$ cat src/rtl/vga_fb_pkg.sv
// vga_fb_pkg: display geometry, fill FSM states and the latched fill command.
package vga_fb_pkg;
  localparam int H_DISPLAY = 640;
  localparam int V_DISPLAY = 480;
  localparam int H_SIZE = 10;
  localparam int V_SIZE = 10;
  localparam int CMD_RGB_W = 16;
  typedef enum logic [1:0] {IDLE, CLIP, WRITE, DONE} fill_state_t;
  typedef struct packed {
    logic [H_SIZE-1:0] x0;
    logic [H_SIZE-1:0] x1;
    logic [V_SIZE-1:0] y0;
    logic [V_SIZE-1:0] y1;
    logic [CMD_RGB_W-1:0] rgb;
  } fill_cmd_t;
endpackage

$ cat src/rtl/vga_fb_addr_gen.sv
// vga_fb_addr_gen: row-major x/y walk over a clipped rectangle with an adder-only row base.
module vga_fb_addr_gen import vga_fb_pkg::*; #(
  parameter int AW = 19
) (
  input  logic              clk,
  input  logic              rst,
  input  logic              load,
  input  logic              advance,
  input  logic [H_SIZE-1:0] xl,
  input  logic [H_SIZE-1:0] xr,
  input  logic [V_SIZE-1:0] yt,
  input  logic [V_SIZE-1:0] yb,
  output logic [AW-1:0]     address,
  output logic              last
);
  logic [H_SIZE-1:0] x_q, x_d, xl_q, xl_d, xr_q, xr_d;
  logic [V_SIZE-1:0] y_q, y_d, yb_q, yb_d;
  logic [AW-1:0] row_base_q, row_base_d;
  logic row_end;
  always_comb begin
    row_end = x_q == xr_q;
    last = row_end && y_q == yb_q;
    address = row_base_q + AW'(x_q);
    xl_d = load ? xl : xl_q;
    xr_d = load ? xr : xr_q;
    yb_d = load ? yb : yb_q;
    x_d = load ? xl : advance ? (row_end ? xl_q : x_q + H_SIZE'(1)) : x_q;
    y_d = load ? yt : (advance && row_end) ? y_q + V_SIZE'(1) : y_q;
    // the only multiply is by a constant, once per command
    row_base_d = load ? AW'(yt) * AW'(H_DISPLAY)
               : (advance && row_end) ? row_base_q + AW'(H_DISPLAY) : row_base_q;
  end
  always_ff @(posedge clk) begin
    if (rst) begin
      x_q <= '0;
      y_q <= '0;
      xl_q <= '0;
      xr_q <= '0;
      yb_q <= '0;
      row_base_q <= '0;
    end else begin
      x_q <= x_d;
      y_q <= y_d;
      xl_q <= xl_d;
      xr_q <= xr_d;
      yb_q <= yb_d;
      row_base_q <= row_base_d;
    end
  end
endmodule

$ cat src/rtl/vga_fb_rect_fill.sv
// vga_fb_rect_fill: clips rectangle-fill commands to the display and writes them pixel by pixel over Avalon-MM.
module vga_fb_rect_fill import vga_fb_pkg::*; #(
  parameter int AVN_AW = 19,
  parameter int AVN_DW = 16,
  parameter int RGB_SIZE = 12
) (
  input  logic                sys_clk,
  input  logic                sys_rst,
  input  logic                cmd_valid,
  output logic                cmd_ready,
  input  logic [H_SIZE-1:0]   cmd_x0,
  input  logic [H_SIZE-1:0]   cmd_x1,
  input  logic [V_SIZE-1:0]   cmd_y0,
  input  logic [V_SIZE-1:0]   cmd_y1,
  input  logic [RGB_SIZE-1:0] cmd_rgb,
  output logic                busy,
  output logic                done,
  output logic                framebuffer_avn_write,
  output logic                framebuffer_avn_read,
  output logic [AVN_AW-1:0]   framebuffer_avn_address,
  output logic [AVN_DW-1:0]   framebuffer_avn_writedata,
  output logic [AVN_DW/8-1:0] framebuffer_avn_byteenable,
  input  logic                framebuffer_avn_waitrequest
);
  localparam logic [H_SIZE-1:0] H_LAST = H_SIZE'(H_DISPLAY - 1);
  localparam logic [V_SIZE-1:0] V_LAST = V_SIZE'(V_DISPLAY - 1);
  if (H_DISPLAY * V_DISPLAY > (1 << AVN_AW)) begin : g_aw_chk
    $error("AVN_AW cannot address the whole frame");
  end
  if (AVN_DW < RGB_SIZE || AVN_DW % 8 != 0 || RGB_SIZE > CMD_RGB_W) begin : g_dw_chk
    $error("bad AVN_DW / RGB_SIZE combination");
  end
  fill_state_t state_q, state_d;
  fill_cmd_t cmd_q, cmd_d;
  logic [H_SIZE-1:0] xl, xr;
  logic [V_SIZE-1:0] yt, yb;
  logic off_screen, load, fire, last;
  logic [AVN_AW-1:0] gen_addr;
  always_comb begin
    cmd_d = (state_q == IDLE && cmd_valid)
          ? '{x0: cmd_x0, x1: cmd_x1, y0: cmd_y0, y1: cmd_y1, rgb: CMD_RGB_W'(cmd_rgb)} : cmd_q;
    xl = cmd_q.x0 < cmd_q.x1 ? cmd_q.x0 : cmd_q.x1;
    xr = cmd_q.x0 < cmd_q.x1 ? cmd_q.x1 : cmd_q.x0;
    yt = cmd_q.y0 < cmd_q.y1 ? cmd_q.y0 : cmd_q.y1;
    yb = cmd_q.y0 < cmd_q.y1 ? cmd_q.y1 : cmd_q.y0;
    off_screen = xl > H_LAST || yt > V_LAST;
    load = state_q == CLIP && !off_screen;
    fire = state_q == WRITE && !framebuffer_avn_waitrequest;
  end
  vga_fb_addr_gen #(.AW(AVN_AW)) u_addr_gen (
    .clk     (sys_clk),
    .rst     (sys_rst),
    .load    (load),
    .advance (fire),
    .xl      (xl),
    .xr      (xr > H_LAST ? H_LAST : xr),
    .yt      (yt),
    .yb      (yb > V_LAST ? V_LAST : yb),
    .address (gen_addr),
    .last    (last)
  );
  always_ff @(posedge sys_clk) begin
    if (sys_rst) begin
      state_q <= IDLE;
      cmd_q <= '0;
    end else begin
      state_q <= state_d;
      cmd_q <= cmd_d;
    end
  end
  always_comb begin
    state_d = state_q;
    unique case (state_q)
      IDLE:    state_d = cmd_valid ? CLIP : IDLE;
      CLIP:    state_d = off_screen ? DONE : WRITE;
      WRITE:   state_d = (fire && last) ? DONE : WRITE;
      default: state_d = IDLE;
    endcase
  end
  // write-side outputs are zeroed outside WRITE so the bus idles clean
  always_comb begin
    cmd_ready = state_q == IDLE;
    busy = state_q == CLIP || state_q == WRITE;
    done = state_q == DONE;
    framebuffer_avn_write = state_q == WRITE;
    framebuffer_avn_read = 1'b0;
    framebuffer_avn_address = framebuffer_avn_write ? gen_addr : '0;
    framebuffer_avn_writedata = framebuffer_avn_write ? AVN_DW'(cmd_q.rgb) : '0;
    framebuffer_avn_byteenable = framebuffer_avn_write ? '1 : '0;
  end
endmodule

$ cat config.mk
export PLATFORM = sky130hd
export DESIGN_NAME = vga_fb_rect_fill
export DESIGN_NICKNAME = d
export VERILOG_FILES = /design/src/rtl/vga_fb_pkg.sv /design/src/rtl/vga_fb_addr_gen.sv /design/src/rtl/vga_fb_rect_fill.sv
export SDC_FILE = /design/constraint.sdc
export NUM_CORES = 1
export LEC_CHECK = 0
export ABC_AREA = 0
export BUFFER_PORTS_ARGS = -buffer_cell sky130_fd_sc_hd__buf_2
export CAP_MARGIN = 0
export CORE_MARGIN = 1.5
export CORE_UTILIZATION = 45
export DETAILED_ROUTE_END_ITERATION = 8
export HOLD_SLACK_MARGIN = 0.08
export PLACE_DENSITY = 0.7
export SYNTH_ARGS = -nofsm -noshare
export SYNTH_HDL_FRONTEND = slang
export SYNTH_SLANG_ARGS = --single-unit
$ cat constraint.sdc
create_clock -name sys_clk -period 5.4 [get_ports sys_clk]
set_clock_uncertainty 0.2 [all_clocks]
set_input_delay 0.81 -clock sys_clk [delete_from_list [all_inputs] [get_ports sys_clk]]
set_output_delay 0.81 -clock sys_clk [all_outputs]
set_load 0.01 [all_outputs]
==> flow_metrics.py <==
metrics = {
    "clocking": {
        "cts_setup_buffers": 0,
        "post_cts_resized": 0,
        "clkTransAtPathRegs_ns": 0.05,
        "cts_hold_buffers": 0,
        "cts.sinks": 116,
        "cts_buffers": 17,
        "cts_tree": "yes",
        "clockBufferDepth": 2,
        "cts_root_buf": "clkbuf_16",
        "htreeDepth": 4,
        "clk-insertion-delay-late_ns": 0.42,
    },
    "routing": {
        "ant_nets": 0,
        "drt-initial-drc-count": 337,
        "viasPerCell": 5.53,
        "avgRoutedWirePerCell_um": 14.9,
        "first_pass_iters": 5,
        "drc_errors": 0,
        "vias": 6033,
        "routed_wl_um": 16300,
    },
    "final_layout": {
        "fillers": 1479,
        "final_nets": 992,
        "drive_gt1_frac": 0.178,
        "final_area_sq_um": 7950,
        "mostFrequentLayoutCells": "nand2_1 (126), dfxtp_1 (116), a21oi_1 (105)",
        "seqCellArea_sq_um": 2320,
        "stdcell_count": 1090,
        "final_common_cell": "nand2_1",
        "utilization": 0.527,
        "antenna_cells": 0,
        "syn2layout_area_growth_pct": 15.2,
        "multi_input_area_sq_um": 4190,
    },
    "die": {
        "initial_core_util": 0.457,
        "die_x_um": 127,
        "dieArea_sq_um": 16100,
        "rows": 45,
        "core_area_sq_um": 15100,
        "die_h_um": 127,
        "io-pin-count": 98,
    },
    "worst_setup_path": {
        "worstPathMaxFanout": 14,
        "cp_data_required_time_ns": 5.45,
        "crit_path_start_kind": "register",
        "crit_type": "register to register",
        "r2r_setup_slack_ns": 1.11,
        "arrival_ns": 4.34,
        "cp-end-kind": "register",
    },
    "grt": {
        "grt_max_degree": 54,
        "track_usage": 0.213,
        "busiest_layer": "met2",
        "grtUsageMet1": 0.307,
        "globalRouteOverflowTotal": 0,
        "grt_first_pass_wirelength_um": 27500,
        "grt_pass1_vias": 5586,
        "grtUsageMet2": 0.311,
        "grt_use_met3": 0.0434,
        "antenna_found_initial": 0,
    },
    "timing": {
        "setup_violations": 0,
        "timing.fmax_mhz": 233,
        "min_period_ns": 4.29,
        "rsz0062_at_grt": "no",
        "timing_hold_violations_final": 0,
        "slew_headroom": 0.297,
        "holdWs_ns": 0.249,
        "finalCritPeriodShare": 0.795,
        "fin_tns_setup_ns": 0,
        "worstMarginPinSlew_ns": 1.05,
        "slew_violations": 0,
    },
    "synthesis": {
        "synth_edf_count": 0,
        "yosysSeqAreaShare": 0.337,
        "yosysTopAreaCellShare": 0.337,
        "yosys-top-cells-area": "dfxtp_1 (34%), ha_1 (8.2%), a21oi_1 (7.6%), nand2_1 (6.9%), a211oi_1 (3.5%)",
        "syn_avg_cell_area_sq_um": 8.36,
        "synth-seq-cells": 116,
        "synth_area_leader_cell": "dfxtp_1",
        "synth.distinct_cells": 63,
        "ys.flop_type": "dfxtp_1",
        "netlist_area_sq_um": 6900,
        "async_flop_share": 0,
        "syn_inst": 825,
        "ys_warn_count": 0,
    },
    "placement": {
        "placed_cell_area_sq_um": 7360,
        "gp_congestion": 0.829,
        "dp_cells": 1058,
        "port_buffers": 92,
        "dp_hpwl_um": 11100,
    },
    "power": {
        "irDropWorstVdd_uv": 275,
        "leakage_nw": 3.34,
        "power_density_nw_per_um2": 407,
    },
    "run": {
        "cap_viol_max_count": 0,
    },
    "worst_hold_path": {
        "min_path_type": "register to register",
    },
    "run_status": {
        "status": "finished clean",
    },
}
[path summary, 6_finish.rpt]
| kind | start | endpoint | cells after the start |
|---|---|---|---|
| min reg2reg | cmd_q[7] | cmd_q[7] | 2 |
| max | cmd_q[19] | u_addr_gen.row_base_q[18] | 16 |
| min | cmd_q[7] | cmd_q[7] | 2 |
| max reg2reg | cmd_q[19] | u_addr_gen.row_base_q[18] | 16 |
[Yosys cell counts, types with 9 or more instances]
cell type  number
and3_1         11
buf_2          13
a21boi_0        9
nand3_1        11
clkbuf_1       29
mux2i_1        22
ha_1           45
a31oi_1        15
nand2_1       127
buf_4          11
o21a_1         13
xor2_1         23
a21oi_1       105
a211oi_1       32
nor3_1         15
mux2_2         11
inv_1          24
and2_1         30
dfxtp_1       116
nand4_1        11
o21ai_0        17
xnor2_1        27
nor2_1         24
[report_power, final]
part           leakage [nW]  switching (mW)  internal, mW
combinational          2.11           0.582         0.406
sequential            0.950           0.153         0.992
clock                 0.281           0.404         0.694
total                  3.34            1.14          2.09
[flip-flops by register name, summed over array words and instances (netlist names)]
register	cells
u_addr_gen.row_base_q	12
cmd_q	52
state_q	2
u_addr_gen.yb_q	10
u_addr_gen.xl_q	10
u_addr_gen.x_q	10
u_addr_gen.y_q	10
u_addr_gen.xr_q	10
[cell families after synthesis]
group	count (synthesis)	synth area share
AND/OR/NAND/NOR	255	0.177
AO/OA/AOI/OAI	237	0.218
flip-flops	116	0.337
buffers and inverters	83	0.0589
XOR/XNOR	50	0.0635
adder cells (fa/ha/maj)	47	0.0874
multiplexers	36	0.0575
other	1	0.000543
[per-stage QoR]
step / setup slack [ns] / total power, mW
finish: 1.11 / 3.23
global route: 0.825 / 3.43
CTS: 1.11 / 3.24
detailed placement: 1.15 / 2.13
global placement: 1.21 / 2.12
floorplan: 1.39 / 1.95
[area by class of cell]
cell class,instances,share of cell area
Inverter,25,0.0118
Timing Repair Buffer,99,0.0645
Tap cell,188,0.0296
Multi-Input combinational cell,630,0.528
Sequential cell,116,0.292
Clock buffer,22,0.0622
Clock inverter,10,0.0121
[critical path, cell delays in order (launching register included)]
cell and delay, ns:
dfxtp_1 0.36, inv_1 0.06, ha_1 0.31, a21o_1 0.19, a21oi_2 0.15, o221ai_2 0.13, a21oi_4 0.33, buf_4 0.29
mux2_2 0.40, ha_1 0.31, ha_1 0.35, a21o_1 0.20, a21oi_1 0.21, o21bai_1 0.11, o311a_1 0.29, nor3_1 0.13
a211oi_1 0.09
[routing by layer]
metal	part of all wire	wire length [um]	vias to the layer above
li1	-	-	3049
met1	0.52	8390	2804
met2	0.42	6790	157
met3	0.047	773	23
met4	0.020	324	0
met5	0	0	-
Power figures use the tool's default switching activity.
